**src/rtl/decl_arb_pkg.sv**
```systemverilog
// Shared definitions for the declaration-checker arbiter.
// State encoding, framing characters and the default stall limit.
package decl_arb_pkg;

   typedef enum logic [1:0] {
      S_IDLE   = 2'd0,
      S_RUN    = 2'd1,
      S_RESULT = 2'd2
   } state_t;

   localparam logic [7:0] CH_SEMI  = 8'h3B;
   localparam logic [7:0] CH_SPACE = 8'h20;

   localparam int MAX_STALL_DEF = 15;

endpackage

```
**src/rtl/decl_arbiter_rr_pick2.sv**
```systemverilog
// Combinational 2-way round-robin picker.
// valid[1:0], prio -> id (granted requester), any (some request).
module rr_pick2 (
   input  logic [1:0] valid,
   input  logic       prio,
   output logic       id,
   output logic       any
);

   assign any = |valid;

   // A contested pick goes to prio; a lone request wins outright.
   assign id = (valid == 2'b11) ? prio : valid[1];

endmodule

```
**src/rtl/decl_arbiter.sv**
```systemverilog
// Grants a shared declaration checker to one of two requesters for a
// whole ';'-terminated statement, then reports that statement's verdict.
// Ports: clk, reset (async, active-high);
//   req_valid/req_data0/req_data1 -> req_ready : requester side;
//   chk_in/chk_step -> chk_out : checker side;
//   res_valid/res_id/res_ok/res_abort : per-statement verdict pulse.
module decl_arbiter
   import decl_arb_pkg::*;
#(
   parameter int MAX_STALL = MAX_STALL_DEF
) (
   input  logic       clk,
   input  logic       reset,
   input  logic [1:0] req_valid,
   input  logic [7:0] req_data0,
   input  logic [7:0] req_data1,
   output logic [1:0] req_ready,
   output logic [7:0] chk_in,
   output logic       chk_step,
   input  logic       chk_out,
   output logic       res_valid,
   output logic       res_id,
   output logic       res_ok,
   output logic       res_abort
);

   localparam logic [7:0] STALL_LIM = 8'(MAX_STALL);

   state_t     state;
   logic       owner;
   logic       prio;
   logic [7:0] stall_cnt;
   logic       abort_q;

   logic       pick_id;
   logic       pick_any;
   logic       run;
   logic       at_lim;
   logic       own_valid;
   logic [7:0] own_data;
   logic       xfer;
   logic       timeout;

   rr_pick2 u_pick (
      .valid (req_valid),
      .prio  (prio),
      .id    (pick_id),
      .any   (pick_any)
   );

   assign run       = (state == S_RUN);
   assign at_lim    = (stall_cnt == STALL_LIM);
   assign own_valid = owner ? req_valid[1] : req_valid[0];
   assign own_data  = owner ? req_data1 : req_data0;

   assign xfer    = run & ~at_lim & own_valid;
   assign timeout = run & at_lim;

   // Character path is a pure pass-through so the checker steps in
   // the same cycle the requester's character is accepted.
   always_comb begin
      req_ready = 2'b00;
      if (run && !at_lim) begin
         req_ready = owner ? 2'b10 : 2'b01;
      end
   end

   assign chk_step = xfer | timeout;

   // A timeout injects ';' so the checker closes the statement too.
   assign chk_in = xfer    ? own_data :
                   timeout ? CH_SEMI  : CH_SPACE;

   assign res_valid = (state == S_RESULT);
   assign res_id    = owner;
   assign res_ok    = res_valid & chk_out & ~abort_q;
   assign res_abort = res_valid & abort_q;

   always_ff @(posedge clk or posedge reset) begin
      if (reset) begin
         state     <= S_IDLE;
         owner     <= 1'b0;
         prio      <= 1'b0;
         stall_cnt <= 8'd0;
         abort_q   <= 1'b0;
      end else begin
         unique case (state)
            S_IDLE: begin
               if (pick_any) begin
                  owner     <= pick_id;
                  stall_cnt <= 8'd0;
                  abort_q   <= 1'b0;
                  state     <= S_RUN;
               end
            end
            S_RUN: begin
               if (timeout) begin
                  abort_q <= 1'b1;
                  state   <= S_RESULT;
               end else if (xfer) begin
                  stall_cnt <= 8'd0;
                  if (own_data == CH_SEMI) begin
                     state <= S_RESULT;
                  end
               end else begin
                  stall_cnt <= stall_cnt + 8'd1;
               end
            end
            S_RESULT: begin
               prio  <= ~owner;
               state <= S_IDLE;
            end
            default: state <= S_IDLE;
         endcase
      end
   end

endmodule

```
**config.mk**
```make
export PLATFORM = sky130hd
export DESIGN_NAME = decl_arbiter
export DESIGN_NICKNAME = d
export VERILOG_FILES = /design/src/rtl/decl_arb_pkg.sv /design/src/rtl/decl_arbiter_rr_pick2.sv /design/src/rtl/decl_arbiter.sv
export SDC_FILE = /design/constraint.sdc
export NUM_CORES = 1
export LEC_CHECK = 0
export CORE_MARGIN = 5
export CORE_UTILIZATION = 35
export CTS_CLUSTER_SIZE = 25
export DETAILED_ROUTE_END_ITERATION = 10
export DONT_BUFFER_PORTS = 1
export SKIP_LAST_GASP = 1
export SLEW_MARGIN = 30
export SYNTH_ARGS = -nofsm -noshare
export SYNTH_HDL_FRONTEND = slang
export SYNTH_SLANG_ARGS = --single-unit
```
**constraint.sdc**
```tcl
create_clock -name clk -period 2.8 [get_ports clk]
set_input_delay 0.14 -clock clk [delete_from_list [all_inputs] [get_ports clk]]
set_output_delay 0.14 -clock clk [all_outputs]
set_load 0.005 [all_outputs]
```
==> results.txt <==
The async set-reset flop share out of synthesis is 1.00. The logs give 0.442 for the portion of total power attributed to combinational logic and 755 uW for the total power after layout. The share of the cycle needed by the critical path after routing is 0.715, and the stage delay of the slowest cell on the critical path is 790 ps. The final worst slack came out at 797 ps. Of all cell types, the one taking the most synthesized area is dfrtp_1. The average instance area after synthesis works out to 8.62 um2. The detail-routed net length per standard cell works out to 15.6 um.

The run gives 1 as the number of levels the H-tree was split into. For the antenna cell count, the log shows 0. Entering global routing, the biggest net connects 21 pins. CTS saw 13 sinks. After global routing the overflow that remains totals 0.

The detailed router finished its first iteration with 44 violations. The worst setup path is captured at an output port. The number of max-slew violations in the final report was 0; the transition time at the pin with the least slew margin was 756 ps. The part of the power in registers was 0.404; the chip height was 61.1 um.

Final-stage net count: 131. In the final timing run, aggregate negative setup slack is 0 ps. The run gives 3730 um2 as the area enclosed by the die boundary. For this run, the detailed router's first-pass iteration total came to 4. The run gives 267 as the count of filler cells inserted in the layout. For the wire length of the first global-routing pass, the log shows 3.26 mm. The number of antenna violations at the first check in global routing is 0.

The finished cells cover 971 um2. The congestion estimate from routability-driven global placement came to 0.755. The core occupancy in the finished layout was 0.392; the number of design rule violations left after detail routing was 0.

Summed over all layers, the routed wires come to 2.15 mm. During placement, the flow inserted port buffers numbering 0. The net switching component of the power is 343 uW, and the data arrival time at the worst-slack endpoint is 1860 ps. The yosys synthesis warning count came out at 0. Counting tap cells, the placed design contains a total of 132 instances.

The flow ran to the end, and the final reports show no timing, DRC or antenna violations. The share of Yosys cell area claimed by the top area cell type was 0.356; the residual antenna-violating net count after detailed routing was 0. The main flop type after synthesis was dfrtp_1. Hold timing on the final database bottoms out at a slack of 2.28 ps. After clock tree synthesis, the setup repair step added 0 buffers. Ranked by instance count, the synthesized netlist is headed by 15 x nor2_1, 13 x dfrtp_1, 10 x nand2_1, 9 x a21oi_1. The worst slew slack as a fraction of its limit was 0.490. Measured along the x axis, the die boundary spans 61.1 um. Data on the critical path is required at its endpoint by 2660 ps. The cell with the most instances after synthesis is nor2_1.

Clock tree synthesis selected as its root buffer the cell clkbuf_4. The share of power burned in the clock network was 0.154; the post-CTS clock slew at the launch and capture registers of the worst setup and hold paths was 80 ps. The HPWL after detailed placement is 1.70 mm. For the final worst clock skew, the log shows 8.89 ps.

The synthesized design contains 13 register bits. Share of cells above drive strength 1: 0.102. Compared with the post-synthesis result, the final layout area differs by 6.30%. The overall track demand over capacity in global routing was 0.116. The fmax is 499 MHz.

Across all layers, the routed design uses 771 vias. Setup violations remaining at the end of the flow were counted as 0. The later pin in the worst-skew pair is clocked with a latency of 280 ps. The total power density per cell area was 777 nW/um2. The core box area is 2480 um2, and the reported leakage power is 0.385 nW. Part of the Yosys area used for sequential elements: 0.356.

The via count of the first global-routing pass was 734; the design internal power was 412 uW. The tightest min-delay check is of the in2reg type. The final count of hold timing violations came out at 0.

In this run the cell area of the synthesized design comes to 913 um2. TritonCTS built the clock tree. In this run the deepest clock path goes through 2 buffers. The final period demand of the worst path was 2000 ps; the number of buffers inserted for hold repair after clock tree synthesis was 2. The row count is 18. The initial standard-cell utilization of the core came out at 0.369. Clock tree synthesis inserted a total of 3 buffers. Prior to clock tree synthesis, the placed netlist has a worst setup slack of 1030 ps.

Gates resized during post-CTS repair numbered 0. The switching power as a share of total power is 0.454. In the routed layout, each cell is associated on average with a via count of 5.59. The element type at the critical path start was a register.

Final cell count without fillers: 138. Setup repair after global routing left no endpoint under its margin. The number of nets handed over by synthesis was 128. For the instance area after placement, the log shows 925 um2. The critical path goes through mux2_2 -> o211ai_4 -> a211o_1. Along the worst path, the maximum fanout reaches 20. The setup path with the least slack is of type reg2out. Counting flops with a built-in enable in the synthesized netlist gives 0. The number of top-level pins was 36; the worst IR drop on VDD was 0.000443 V. The run gives 106 as the number of cells produced by synthesis. After synthesis, the netlist uses 38 different library cells. The max-cap violation count was 0. Worst-path cell with the longest stage delay: dfrtp_1. By area the synthesized netlist is led by dfrtp_1 36%, nor2_1 6.2%, a21oi_1 4.9%, mux2_2 4.9%, nand2_1 4.1%.
[worst paths after layout]
kind                                            end  cells past startpoint          startpoint  slack (ps)
max in group asynchronous  stall_cnt[2]$_DFFE_PP0P_                      2               reset        2130
max reg2reg                stall_cnt[2]$_DFFE_PP0P_                      4  res_id$_DFFE_PP0P_        1010
min                              res_id$_DFFE_PP0P_                      2        req_valid[1]           2
max                                       chk_in[5]                      3  res_id$_DFFE_PP0P_         800
min in group asynchronous       abort_q$_DFFE_PP0P_                      2               reset         320
min reg2reg                        prio$_DFFE_PP0P_                      2    prio$_DFFE_PP0P_         490
[critical path: cells and delay by family (launching register included)]
kind | cells | cell delay (ps)
flops | 1 | 790
mux | 1 | 470
compound gates | 2 | 310
[cell families after synthesis]
family / Yosys count / share of synthesized area
flip-flops: 13 / 0.356
multiplexers: 7 / 0.0822
buffers and inverters: 6 / 0.0370
AND/OR/NAND/NOR: 51 / 0.301
XOR/XNOR: 4 / 0.0384
adder cells (fa/ha/maj): 1 / 0.0137
AO/OA/AOI/OAI: 24 / 0.171
[state kept, by name, indices dropped and copies added (netlist names)]
signal     flops
abort_q        1
prio           1
res_id         1
stall_cnt      8
state          2
[cell usage in the layout, fill, tap and decap left out, types with 2 or more instances in the layout]
cell | Yosys | final
nand4b_1 | 3 | 3
nor2_1 | 15 | 15
nand3_1 | 6 | 6
nor2b_1 | 2 | 2
mux2_2 | 4 | 4
mux2i_1 | 3 | 3
dlygate4sd3_1 | 0 | 2
clkbuf_4 | 0 | 3
inv_1 | 2 | 2
nand2b_1 | 2 | 2
xnor2_1 | 3 | 3
a21oi_1 | 9 | 9
dfrtp_1 | 13 | 13
o21ai_0 | 6 | 6
nand2_1 | 10 | 10
and3_1 | 2 | 2
[power by group through the flow]
stage,combinational (mW),clock [mW],sequential (mW)
after CTS,0.335,0.119,0.304
after global routing,0.371,0.133,0.314
final,0.334,0.116,0.305
after detailed placement,0.334,0,0.306
after global placement,0.328,0,0.304
after floorplan,0.318,0,0.257
[per-layer routing]
layer | wire, um | vias to the layer above | track usage | part of all wire
li1 | - | 383 | - | -
met1 | 943 | 368 | 0.153 | 0.44
met2 | 1080 | 20 | 0.186 | 0.50
met3 | 124 | 0 | 0.0482 | 0.058
met4 | 0 | 0 | 0.00929 | 0
met5 | 0 | - | 0 | 0
[layout make-up]
| class | count | area [um2] | area share |
|---|---|---|---|
| timing repair buffer | 2 | 20.0 | 0.0206 |
| tap | 30 | 37.5 | 0.0387 |
| multi-input combinational | 87 | 554 | 0.571 |
| sequential | 13 | 325 | 0.335 |
| inverter | 2 | 7.51 | 0.00773 |
| clock buffer | 4 | 26.3 | 0.0271 |
No activity file was read; power rests on OpenSTA's default activity.
